<file path="src/rtl/uart_pkg.sv">
// -----------------------------------------------------------------------------
// uart_pkg
// Shared UART definitions used by the parametrised transmitter (and the
// matching receiver): parity mode encoding, one-hot state encodings, the
// frame bit-counter width and the parity helper.
// Optional feature macro used by the transmitter: UART_TX_HOLD_REG_EN.
// -----------------------------------------------------------------------------
package uart_pkg;

    // Parity mode as presented on the parity_mode input.
    typedef enum logic [1:0] {
        PAR_NONE  = 2'b00,
        PAR_EVEN  = 2'b01,
        PAR_ODD   = 2'b10,
        PAR_SPACE = 2'b11   // constant 0 in the parity slot
    } parity_e;

    // One-hot state bit positions and the matching encodings.
    localparam int STATE_W    = 5;
    localparam int IDX_IDLE   = 0;
    localparam int IDX_START  = 1;
    localparam int IDX_DATA   = 2;
    localparam int IDX_PARITY = 3;
    localparam int IDX_STOP   = 4;

    localparam logic [STATE_W-1:0] ST_IDLE   = 5'b00001;
    localparam logic [STATE_W-1:0] ST_START  = 5'b00010;
    localparam logic [STATE_W-1:0] ST_DATA   = 5'b00100;
    localparam logic [STATE_W-1:0] ST_PARITY = 5'b01000;
    localparam logic [STATE_W-1:0] ST_STOP   = 5'b10000;

    // Bit position within a frame: start(0) + up to 9 data + parity + 2 stop
    // is at most 13, so 4 bits are always enough.
    localparam int BIT_CNT_W = 4;

    // Parity bit for a frame given the XOR of its data bits.
    function automatic logic parity_bit(input parity_e mode, input logic data_xor);
        case (mode)
            PAR_EVEN: return data_xor;
            PAR_ODD:  return ~data_xor;
            default:  return 1'b0;
        endcase
    endfunction

endpackage

</file>
<file path="src/rtl/uart_bit_timer.sv">
// -----------------------------------------------------------------------------
// uart_bit_timer
// Oversample tick counter plus frame bit counter. The tick counter advances on
// each enabled tick and wraps at N_TICKS-1; the wrap is reported on bit_end
// and advances bit_cnt (bit position within the current frame).
//
// Ports:
//   clock    in   system clock, rising edge
//   reset    in   synchronous active-high reset
//   clear    in   zero both counters (has priority over enable)
//   enable   in   count this cycle (baud tick while a frame is active)
//   bit_end  out  last tick of the current bit period is being counted
//   bit_cnt  out  bit position within the frame, 0 = start bit
// -----------------------------------------------------------------------------
module uart_bit_timer
    import uart_pkg::*;
#(
    parameter int N_TICKS      = 16,
    parameter int N_CONT_TICKS = 4
) (
    input  logic                 clock,
    input  logic                 reset,
    input  logic                 clear,
    input  logic                 enable,
    output logic                 bit_end,
    output logic [BIT_CNT_W-1:0] bit_cnt
);

    localparam logic [N_CONT_TICKS-1:0] TICK_LAST = N_CONT_TICKS'(N_TICKS - 1);

    logic [N_CONT_TICKS-1:0] tick_q;
    logic [BIT_CNT_W-1:0]    bit_q;

    assign bit_end = enable && (tick_q == TICK_LAST);
    assign bit_cnt = bit_q;

    // NOTE: state registers use non-blocking assignments so every flop samples
    // the pre-edge values of the others, independent of block ordering.
    always_ff @(posedge clock) begin
        if (reset || clear) begin
            tick_q <= '0;
            bit_q  <= '0;
        end else if (enable) begin
            if (tick_q == TICK_LAST) begin
                tick_q <= '0;
                bit_q  <= bit_q + 1'b1;
            end else begin
                tick_q <= tick_q + 1'b1;
            end
        end
    end

endmodule

</file>
<file path="src/rtl/uart_tx_param.sv">
// -----------------------------------------------------------------------------
// uart_tx_param
// Parametrised UART serializer: start bit, N_BITS_DATA data bits LSB first,
// optional parity (even/odd/space) and one or two stop bits, each bit lasting
// N_TICKS baud oversample ticks. Bytes arrive over a valid/ready handshake;
// data and frame configuration are captured on accept.
//
// Optional feature: define UART_TX_HOLD_REG_EN to add a one-entry holding
// register (with its own configuration copy) so the next byte can be accepted
// mid-frame and sent back-to-back with no idle cycle.
//
// Ports:
//   clock        in   system clock, rising edge
//   reset        in   synchronous active-high reset
//   s_ticks      in   baud oversample strobe, one clock wide
//   tx_valid     in   tx_data_in holds a byte to send
//   tx_data_in   in   byte to transmit, LSB first
//   tx_ready     out  a byte is accepted this cycle if tx_valid
//   parity_mode  in   00 none, 01 even, 10 odd, 11 space
//   stop_two     in   1 = two stop bits
//   tx_busy      out  frame in progress
//   tx_done_o    out  one-cycle pulse after the final stop bit
//   tx_data_out  out  serial line, idle high
// -----------------------------------------------------------------------------
module uart_tx_param
    import uart_pkg::*;
#(
    parameter int N_BITS_DATA  = 8,
    parameter int N_TICKS      = 16,
    parameter int N_CONT_TICKS = 4,
    parameter int N_BITS_STATE = 5
) (
    input  logic                   clock,
    input  logic                   reset,
    input  logic                   s_ticks,
    input  logic                   tx_valid,
    input  logic [N_BITS_DATA-1:0] tx_data_in,
    output logic                   tx_ready,
    input  logic [1:0]             parity_mode,
    input  logic                   stop_two,
    output logic                   tx_busy,
    output logic                   tx_done_o,
    output logic                   tx_data_out
);

    // Everything a frame needs once it has been accepted.
    typedef struct packed {
        logic [N_BITS_DATA-1:0] data;      // shifted right as bits go out
        logic                   par_en;
        logic                   par_bit;
        logic                   stop_two;
    } frame_t;

    localparam logic [BIT_CNT_W-1:0] DATA_LAST = BIT_CNT_W'(N_BITS_DATA);

    logic [N_BITS_STATE-1:0] state_q, state_d;
    frame_t                  frame_q, frame_in, frame_next;
    logic                    done_q;
    logic                    in_idle, ready_int, accept, start_new;
    logic                    timer_en, timer_clear, bit_end, frame_end;
    logic [BIT_CNT_W-1:0]    bit_cnt, stop_last;

    assign in_idle = state_q[IDX_IDLE];
    assign accept  = tx_valid && ready_int;

    // Snapshot of the byte and configuration currently offered.
    always_comb begin
        frame_in.data     = tx_data_in;
        frame_in.par_en   = (parity_e'(parity_mode) != PAR_NONE);
        frame_in.par_bit  = parity_bit(parity_e'(parity_mode), ^tx_data_in);
        frame_in.stop_two = stop_two;
    end

`ifdef UART_TX_HOLD_REG_EN
    frame_t hold_q;
    logic   hold_full_q;

    // A new frame starts from IDLE, or straight out of the last stop bit when
    // a byte is waiting (or arrives on that very edge).
    assign start_new  = (in_idle && accept) || (frame_end && (hold_full_q || accept));
    assign frame_next = hold_full_q ? hold_q : frame_in;
    assign ready_int  = !hold_full_q;

    always_ff @(posedge clock) begin
        if (reset) begin
            hold_q      <= '0;
            hold_full_q <= 1'b0;
        end else if (accept && !start_new) begin
            hold_q      <= frame_in;
            hold_full_q <= 1'b1;
        end else if (start_new && hold_full_q) begin
            hold_full_q <= 1'b0;
        end
    end
`else
    assign start_new  = in_idle && accept;
    assign frame_next = frame_in;
    assign ready_int  = in_idle;
`endif

    // Ticks are ignored in IDLE, which also keeps a tick coincident with
    // accept from being counted. Counters restart at every frame boundary.
    assign timer_en    = s_ticks && !in_idle;
    assign timer_clear = in_idle || frame_end;

    uart_bit_timer #(
        .N_TICKS      (N_TICKS),
        .N_CONT_TICKS (N_CONT_TICKS)
    ) u_bit_timer (
        .clock   (clock),
        .reset   (reset),
        .clear   (timer_clear),
        .enable  (timer_en),
        .bit_end (bit_end),
        .bit_cnt (bit_cnt)
    );

    // Frame positions: 0 start, 1..N data, N+1 parity (if present), then the
    // stop bits; the final stop sits at N + P + S.
    assign stop_last = DATA_LAST + BIT_CNT_W'(frame_q.par_en)
                     + (frame_q.stop_two ? BIT_CNT_W'(2) : BIT_CNT_W'(1));
    assign frame_end = state_q[IDX_STOP] && bit_end && (bit_cnt == stop_last);

    // State register plus frame shifter and done pulse.
    // NOTE: the frame register is reset along with the FSM so the shifter and
    // parity slot come out of reset in a known all-zero state.
    always_ff @(posedge clock) begin
        if (reset) begin
            state_q <= N_BITS_STATE'(ST_IDLE);
            frame_q <= '0;
            done_q  <= 1'b0;
        end else begin
            state_q <= state_d;
            done_q  <= frame_end;
            if (start_new) begin
                frame_q <= frame_next;
            end else if (state_q[IDX_DATA] && bit_end) begin
                frame_q.data <= frame_q.data >> 1;
            end
        end
    end

    // Next-state logic.
    // NOTE: state_d is given a default before the case so no path leaves it
    // unassigned, which would otherwise infer a latch.
    always_comb begin
        state_d = state_q;
        case (1'b1)
            state_q[IDX_IDLE]: begin
                if (start_new) state_d = N_BITS_STATE'(ST_START);
            end
            state_q[IDX_START]: begin
                if (bit_end) state_d = N_BITS_STATE'(ST_DATA);
            end
            state_q[IDX_DATA]: begin
                if (bit_end && (bit_cnt == DATA_LAST))
                    state_d = frame_q.par_en ? N_BITS_STATE'(ST_PARITY)
                                             : N_BITS_STATE'(ST_STOP);
            end
            state_q[IDX_PARITY]: begin
                if (bit_end) state_d = N_BITS_STATE'(ST_STOP);
            end
            state_q[IDX_STOP]: begin
                if (frame_end)
                    state_d = start_new ? N_BITS_STATE'(ST_START)
                                        : N_BITS_STATE'(ST_IDLE);
            end
            default: state_d = N_BITS_STATE'(ST_IDLE);  // recover from a non-one-hot value
        endcase
    end

    // Outputs.
    always_comb begin
        tx_ready    = ready_int;
        tx_busy     = !in_idle;
        tx_done_o   = done_q;
        tx_data_out = 1'b1;
        case (1'b1)
            state_q[IDX_START]:  tx_data_out = 1'b0;
            state_q[IDX_DATA]:   tx_data_out = frame_q.data[0];
            state_q[IDX_PARITY]: tx_data_out = frame_q.par_bit;
            default:             tx_data_out = 1'b1;
        endcase
    end

endmodule

</file>
<file path="config.mk">
export PLATFORM = sky130hd
export DESIGN_NAME = uart_tx_param
export DESIGN_NICKNAME = d
export VERILOG_FILES = /design/src/rtl/uart_pkg.sv /design/src/rtl/uart_bit_timer.sv /design/src/rtl/uart_tx_param.sv
export SDC_FILE = /design/constraint.sdc
export NUM_CORES = 1
export LEC_CHECK = 0
export BUFFER_PORTS_ARGS = -buffer_cell sky130_fd_sc_hd__buf_2
export CORE_ASPECT_RATIO = 0.75
export CORE_UTILIZATION = 40
export DETAILED_ROUTE_END_ITERATION = 16
export PLACE_DENSITY = 0.6
export SYNTH_ARGS = -nofsm -noshare
export SYNTH_HDL_FRONTEND = slang
export SYNTH_SLANG_ARGS = --single-unit
export TNS_END_PERCENT = 5
</file>
<file path="constraint.sdc">
create_clock -name clock -period 2.03 [get_ports clock]
set_input_delay 0.5075 -clock clock [delete_from_list [all_inputs] [get_ports clock]]
set_output_delay 0.5075 -clock clock [all_outputs]
set_load 0.01 [all_outputs]
</file>
==> results.ini, run 1 <==
[synth]
syn_area_sq_um=1370
synth_fp_nets=184
synth.yosys.seq_area_share=0.367
synth_seq_cells=25
synth_cell_types=35
yosys_warnings=0
syn_inst=164
syn_avg_cell_area_sq_um=8.32

[setup_path]
crit_type=reg -> out
reg2reg_setup_slack_ns=0.26
r2r_cells=7
start_kind=register
endpoint=tx_data_out
cp-end-kind=output port
cp-startpoint=state_q[2]
required_ns=1.52
r2r_end=u_bit_timer.bit_cnt[3]
crit_fanout=9
rr_startpoint=u_bit_timer.tick_q[0]
cp.arrival_ns=1.33

[timing]
fin_crit_sh=0.904
rsz0062_at_grt=false
slew_headroom=0.679
tightest_slew_ns=0.480
fin_crit_ns=1.84
finalHoldViolCount=0
setup_tns_ns=0
drv_slew=0
max_freq_ghz=0.545
finClkSkew_ns=0.00477
setup_ws_ns=0.194
setup_viol=0

[placement]
numPortBuffers=18
dp_hpwl_um=1990
place_congestion=0.708
place_ws_ns=0.150

[global_route]
grt.overflow.total=0
grt_max_degree=22
grt_pass1_wl_um=4520
track_usage=0.160
antenna_found_initial=0
grt_pass1_vias=974

[routing]
vias=1132
via_per_inst=5.22
wirelength_um=2710
drt_iter0_markers=47
drc=0
wl_per_cell_um=12.5
antenna_left=0
firstDrtPassIters=4

[power_and_ir_drop]
powerDensity_nw_per_um2=649
p_leak_nw=0.606
p_sw_mw=0.258
switching_share=0.265
p_int_mw=0.717
pwr-share-seq=0.532
vdd_drop_max_uv=269
comb_power_share=0.164
power_frac_clock=0.304

[clocking]
numCtsBuffers=3
cts.path.max_buffers=2
h-tree-depth=1
post_cts_buffers=0
cts_resized=0
clk_pin_slew_ns=0.08
clock_latency_ns=0.27
cts-root-buf=clkbuf_8
postCtsHoldBufs=0
clkSinkCount=25
cts_tree=built

[finish]
final_common_cell=dfxtp_1
multi_input_area_sq_um=766
seqCellArea_sq_um=500
nets=200
area_delta_synth_final_pct=9.99
antenna_cells=0
drive_above_1_share=0.162
fill_cells=294
post-route-util=0.487
final_cell_mix=dfxtp_1, nand2_1, nor2_1, buf_2, a21oi_1

[floorplanning]
die_y_um=52.6
start_util=0.443
coreArea_sq_um=3080
dieArea_sq_um=3650
rows=17
die_w_um=69.5
io_pins=19

[status]
status=finished clean

[run]
cap_viol_max_count=0

[min_path]
hold_path.class=in -> reg

## Yosys cell counts, drive strengths merged
| master | instances | area (sq um) |
|---|---|---|
| clkbuf | 4 | 15.0 |
| dfxtp | 25 | 500 |
| nor3 | 5 | 25.0 |
| nor2 | 21 | 78.8 |
| a21oi | 17 | 85.1 |
| and4 | 1 | 10.0 |
| nand2 | 24 | 90.1 |
| inv | 8 | 30.0 |
| buf | 6 | 53.8 |
| a211oi | 3 | 22.5 |
| a22oi | 1 | 7.51 |
| nor2b | 3 | 18.8 |
| and3b | 2 | 21.3 |
| nand4 | 3 | 33.8 |
| mux2i | 3 | 30.0 |
| a221oi | 1 | 8.76 |
| ha | 5 | 62.6 |
| o32ai | 1 | 8.76 |
| xor2 | 7 | 61.3 |
| o21ai | 2 | 10.0 |
| nand3b | 1 | 7.51 |
| and2 | 1 | 6.26 |
| a41oi | 1 | 27.5 |
| xnor2 | 9 | 78.8 |
| and3 | 3 | 18.8 |
| a221o | 1 | 10.0 |
| and2b | 1 | 8.76 |
| a32oi | 1 | 8.76 |
| nor4 | 3 | 18.8 |
| a31oi | 1 | 6.26 |
## routing by layer
layer  routed length [um]  GRT usage
met4                   30     0.0510
met1                 1450      0.226
met5                    0          0
met3                  115     0.0481
met2                 1120      0.231
## worst max-delay path, stage by stage (launching register included)
cell	delay, ns
dfxtp_1	0.54
nor2_1	0.08
a221oi_1	0.26
buf_2	0.18
## registers in the layout, summed over array words and instances (netlist names)
register,count
tx_done_o,1
u_bit_timer.tick_q,4
state_q,5
u_bit_timer.bit_cnt,4
frame_q,11
## per-stage QoR
step / hold slack, ns / power (mW) / cells / area (sq um)
after floorplan: 0.450 / 0.643 / 164 / 1370
after global placement: 0.466 / 0.687 / 213 / 1460
after detailed placement: 0.469 / 0.690 / 213 / 1460
after CTS: 0.464 / 0.985 / 217 / 1500
after global routing: 0.469 / 1.03 / 217 / 1500
final: 0.468 / 0.975 / 217 / 1500
## cells by family (layout without fill, tap and decap cells)
family,Yosys count,count (layout),share of synthesized area
compound gates,29,29,0.143
buf+inv,18,33,0.0724
simple gates,68,68,0.247
mux,3,3,0.0220
fa+ha+maj,5,5,0.0458
xor+xnor,16,16,0.103
flops,25,25,0.367
## power by group through the flow
stage | combinational (mW) | clock [mW] | sequential, mW
CTS | 0.160 | 0.306 | 0.519
global placement | 0.158 | 0 | 0.529
detailed placement | 0.160 | 0 | 0.530
finish | 0.160 | 0.296 | 0.519
global route | 0.180 | 0.333 | 0.521
floorplan | 0.115 | 0 | 0.528
## final cells by class
type	instances	area share
Tap cell	38	0.0317
Timing Repair Buffer	21	0.0750
Multi-Input combinational cell	121	0.510
Clock buffer	4	0.0300
Sequential cell	25	0.333
Inverter	8	0.0200
## worst min-delay path by stage
| stage | start | to | slack, ns | depth (start not counted) |
|---|---|---|---|---|
| floorplan | frame_q[0] | frame_q[0] | 0.45 | 2 |
| global placement | frame_q[6] | frame_q[6] | 0.47 | 2 |
| detailed placement | frame_q[0] | frame_q[0] | 0.47 | 2 |
| CTS | stop_two | frame_q[0] | 0.46 | 3 |
| global route | stop_two | frame_q[0] | 0.47 | 3 |
| finish | stop_two | frame_q[0] | 0.47 | 3 |
(Power assumes the default switching activity.)
==> inputs of run 2 (changes only) <==
==> constraint.sdc (replaced) <==
create_clock -name clock -period 2.03 [get_ports clock]
set_input_delay 0.406 -clock clock [delete_from_list [all_inputs] [get_ports clock]]
set_output_delay 0.406 -clock clock [all_outputs]
set_load 0.01 [all_outputs]
==> run 2 against run 1 <==
Sequential power barely moved. Critical endpoint is now u_bit_timer.bit_cnt[3]. Register-to-register slack about the same. Sequential share of layout area about the same. Final area about the same. Flip-flop and latch count unchanged. First-iteration DRC count grew 8.5%. Fmax up 3.9%. Critical path depth is 4 higher. Count of clock-buffer cells in the layout is 1 lower. Via count is 1.5% lower. Routed wire length is 3.2% lower. Worst setup slack improved by 0.068 ns.
==> results.ini, run 2 (synthesized netlist as in run 1, its figures left out) <==
[status]
status=finished clean

[finish]
drive_above_1_share=0.168
seqCellArea_sq_um=500
largest_register=frame_q
largestRegisters=frame_q x11, state_q x5
multi_input_area_sq_um=766
final_cell_mix=dfxtp_1, nand2_1, nor2_1, buf_2, a21oi_1
fill_cells=295
antenna_cells=0
largest_reg_flops=11
final_common_cell=dfxtp_1
area_delta_synth_final_pct=10.1
final_cells=217
nets=200

[placement]
place_congestion=0.772
numPortBuffers=18
dp_hpwl_um=1950
dp.cells=213

[clocking]
clk_pin_slew_ns=0.09
post_cts_buffers=0
cts-root-buf=clkbuf_8
clock_latency_ns=0.27
cts_tree=built
numCtsBuffers=3
clkSinkCount=25
postCtsHoldBufs=0
cts.path.max_buffers=2
cts_resized=0
h-tree-depth=1

[power_and_ir_drop]
p_leak_nw=0.608
vdd_drop_max_uv=399
powerDensity_nw_per_um2=642

[setup_path]
cp-end-kind=register
cp.arrival_ns=1.93
critical-path-max-stage-delay_ns=0.39
start_kind=register
crit_fanout=10
path_cells=ha_1 -> and3b_4 -> and3_1 -> buf_4 -> nand4_4 -> xor2_1 -> nor2_1
required_ns=2.20
cp_slowest_cell=dfxtp_1
crit_type=reg -> reg

[routing]
drc=0
antenna_left=0
vias=1115
firstDrtPassIters=4
wirelength_um=2620
drt_iter0_markers=51
via_per_inst=5.14
wl_per_cell_um=12.1

[floorplanning]
rows=17
dieArea_sq_um=3650
coreArea_sq_um=3080
io_pins=19
die_w_um=69.5
die_y_um=52.6
start_util=0.443

[global_route]
grt_pass1_vias=1012
antenna_found_initial=0
track_usage=0.156
grt_pass1_wl_um=4480
grt_max_degree=22
grt.overflow.total=0

[timing]
finClkSkew_ns=0.00821
slew_headroom=0.694
finalHoldViolCount=0
tightest_slew_ns=0.458
drv_slew=0
max_freq_ghz=0.566
rsz0062_at_grt=false
fin_crit_ns=1.77
fin_crit_sh=0.871
setup_tns_ns=0
setup_viol=0

[run]
cap_viol_max_count=0

[min_path]
hold_path.class=in -> reg

run 2: metrics by stage:
stage	area (sq um)	utilization	power [mW]	hold slack, ns	setup slack (ns)
4_1_cts	1500	0.487	0.975	0.374	0.270
5_1_grt	1500	0.487	1.03	0.374	0.128
3_5_place_dp	1460	0.472	0.688	0.474	0.270
3_3_place_gp	1460	0.472	0.687	0.465	0.290
2_1_floorplan	1370	-	0.643	0.450	0.449
6_report	1500	0.487	0.965	0.374	0.262
run 2: final timing paths:
check | from | endpoint | slack [ns] | cells after the start
max | u_bit_timer.tick_q[0] | u_bit_timer.bit_cnt[3] | 0.26 | 7
min | stop_two | frame_q[0] | 0.37 | 3
max reg2reg | u_bit_timer.tick_q[0] | u_bit_timer.bit_cnt[3] | 0.26 | 7
min reg2reg | frame_q[0] | frame_q[0] | 0.48 | 2
run 2: cell type report:
cell class,count,area share
Clock buffer,3,0.0275
Inverter,8,0.0200
Timing Repair Buffer,21,0.0749
Multi-Input combinational cell,121,0.510
Clock inverter,1,0.00333
Sequential cell,25,0.333
Tap cell,38,0.0316
run 2: layer usage:
metal | up-vias | wire [um] | GRT usage
li1 | 581 | - | -
met1 | 517 | 1350 | 0.202
met2 | 15 | 1150 | 0.264
met3 | 2 | 117 | 0.0481
met4 | 0 | 7 | 0.0204
met5 | - | 0 | 0
run 2: critical path: cells and delay by family, from the launching register on:
family | cells | cell delay, ns
buffers and inverters | 1 | 0.23
adders and majority gates | 1 | 0.16
xor gates and xnor gates | 1 | 0.14
and+or+nand+nor | 4 | 0.74
DFF | 1 | 0.39
run 2: power by group:
| part | switching, mW | internal [mW] | leakage (nW) |
|---|---|---|---|
| clock | 0.153 | 0.137 | 0.0255 |
| combinational | 0.0879 | 0.0694 | 0.380 |
| sequential | 0.0112 | 0.507 | 0.203 |
==> inputs of run 3 (changes only) <==
--- a/config.mk
+++ b/config.mk
@@ -5,12 +5,15 @@
 export SDC_FILE = /design/constraint.sdc
 export NUM_CORES = 1
 export LEC_CHECK = 0
+export ABC_AREA = 0
 export BUFFER_PORTS_ARGS = -buffer_cell sky130_fd_sc_hd__buf_2
 export CORE_ASPECT_RATIO = 0.75
 export CORE_UTILIZATION = 40
 export DETAILED_ROUTE_END_ITERATION = 16
 export PLACE_DENSITY = 0.6
+export SKIP_LAST_GASP = 1
 export SYNTH_ARGS = -nofsm -noshare
 export SYNTH_HDL_FRONTEND = slang
+export SYNTH_HIERARCHICAL = 1
 export SYNTH_SLANG_ARGS = --single-unit
 export TNS_END_PERCENT = 5
==> run 3 against run 2 <==
First-iteration DRC count is 82% higher. Critical path type unchanged. Area after synthesis is 4.1% lower. Die area is 4.0% lower. Highest routed layer unchanged.
==> results.ini, run 3 <==
[status]
status=finished clean

[routing]
wl_per_cell_um=13.4
dr_wl_met2_um=1140
drt_iter0_markers=93
wirelength_um=2960
wl_met1_um=1620
via_per_inst=5.35
antenna_left=0
drc=0
vias=1176
top_layer=met4
firstDrtPassIters=5
met3_length_um=166

[timing]
slew_headroom=0.568
finalHoldViolCount=0
finClkSkew_ns=0.00269
drv_slew=0
whs_ns=0.364
setup_viol=0
tightest_slew_ns=0.646
rsz0062_at_grt=false
fin_crit_sh=0.953
fin_crit_ns=1.93
max_freq_ghz=0.517

[synth]
synth_seq_cells=25
syn_area_sq_um=1310
yosysTopAreaCellShare=0.382
synth_edf_count=0
syn_inst=164
synthTopCellsByCount=dfxtp_1, nand2_1, nor2_1, a21oi_1, nand3_1
yosys_warnings=6
synth-main-ff-cell=dfxtp_1
syn_avg_cell_area_sq_um=7.98
synth.yosys.seq_area_share=0.382
yosys-top-cells-area=dfxtp_1, xnor2_1, a21oi_1, nand2_1, nor2_1
synth_top_cell_by_area=dfxtp_1
synth_cell_types=35
yosysMostFrequentCell=dfxtp_1
synth_fp_nets=182
async_flop_share=0

[clocking]
clock_latency_ns=0.28
numCtsBuffers=3
clk_pin_slew_ns=0.09
cts.path.max_buffers=2
cts_tree=built
h-tree-depth=1
cts-root-buf=clkbuf_8
post_cts_buffers=0
clkSinkCount=25

[global_route]
grt_pass1_wl_um=4840
track_usage=0.191
grt_max_degree=22
grt_pass1_vias=996
grt.overflow.total=0
antenna_found_initial=0

[finish]
area_delta_synth_final_pct=17.3
post-route-util=0.508
drive_above_1_share=0.209
final_common_cell=dfxtp_1
nets=201
fill_cells=303
largest_reg_flops=11
largestRegisters=frame_q x11, state_q x5
antenna_cells=0
final_cells=220
finish.instance_area_sq_um=1540
largest_register=frame_q
final_cell_mix=dfxtp_1, nand2_1, nor2_1, buf_2, a21oi_1

[setup_path]
cp-end-kind=register
critical-path-max-stage-delay_ns=0.56
crit_type=reg -> reg
path_depth=8
path_cells=nor2b_1 -> nand4_4 -> inv_4 -> nand3b_4 -> or4b_4 -> o2111a_1 -> o21ai_1 -> a21oi_1
cp.arrival_ns=2.09
cp_slowest_cell=or4b_4
required_ns=2.19
r2r_end=state_q[4]
start_kind=register
r2r_cells=8
rr_startpoint=state_q[0]
critPathTopFamily=simple AND/OR/NAND/NOR gates
endpoint=state_q[4]
crit_fanout=4
reg2reg_setup_slack_ns=0.1
crit_buf_inv=1
cp-startpoint=state_q[0]

[placement]
dp_hpwl_um=2180
place_congestion=0.793
dp.cells=216
placed_area_sq_um=1470
numPortBuffers=18

[power_and_ir_drop]
p_total_mw=0.983
vdd_drop_max_uv=418
p_leak_nw=0.587
powerDensity_nw_per_um2=640

[floorplanning]
dieArea_sq_um=3510
die_w_um=68.1
io_pins=19
start_util=0.433
rows=17
die_y_um=51.5
coreArea_sq_um=3020

[run]
cap_viol_max_count=0

[min_path]
hold_path.class=in -> reg

run 3: power breakdown:
group	total, mW	internal, mW	switching [mW]
Clock	0.311	0.140	0.171
Sequential	0.525	0.512	0.0124
Combinational	0.147	0.0676	0.0798
Total	0.983	0.720	0.263
run 3: cells by family after synthesis:
group | Yosys count | synth area share
compound gates | 39 | 0.202
fa+ha+maj | 3 | 0.0287
simple gates | 65 | 0.241
xor+xnor | 11 | 0.0736
mux | 2 | 0.0153
buf+inv | 19 | 0.0574
flops | 25 | 0.382
run 3: tightest hold or removal path, stage by stage:
cell and delay (ns):
buf_2 0.10, nand2_1 0.05, a21oi_1 0.05
run 3: stage by stage:
| step | worst slack [ns] | setup TNS, ns |
|---|---|---|
| floorplan | 0.00549 | 0 |
| global placement | 0.0208 | 0 |
| detailed placement | -0.0705 | -0.409 |
| CTS | 0.0379 | 0 |
| global route | 0.00101 | 0 |
| finish | 0.0961 | 0 |
run 3: worst min-delay path by stage:
stage	startpoint	to	slack [ns]	cells past startpoint
finish	stop_two	frame_q[0]	0.36	3
global route	stop_two	frame_q[0]	0.37	3
CTS	stop_two	frame_q[0]	0.36	3
detailed placement	frame_q[0]	frame_q[0]	0.46	2
global placement	frame_q[0]	frame_q[0]	0.45	2
floorplan	frame_q[0]	frame_q[0]	0.44	2
run 3: metal layers:
| metal | up-vias | GRT usage |
|---|---|---|
| met5 | - | 0 |
| met4 | 0 | 0.0521 |
| met3 | 4 | 0.0526 |
| met2 | 29 | 0.234 |
| met1 | 532 | 0.309 |
| li1 | 611 | - |
run 3: repair_timing:
| item | in CTS | in global routing |
|---|---|---|
| pin swaps | 0 | 0 |
| setup endpoints to repair | 1 | 9 |
| hold buffers | 0 | 0 |
| resized for setup | 1 | 3 |
| endpoints found under the hold margin | 0 | 0 |
run 3: cell type report:
type,instances,area [sq um],area share
tap,38,47.5,0.0310
clock inverter,1,7.51,0.00489
sequential,25,504,0.328
multi-input combinational,120,763,0.497
clock buffer,3,41.3,0.0269
timing repair buffer,24,135,0.0880
inverter,9,36.3,0.0236
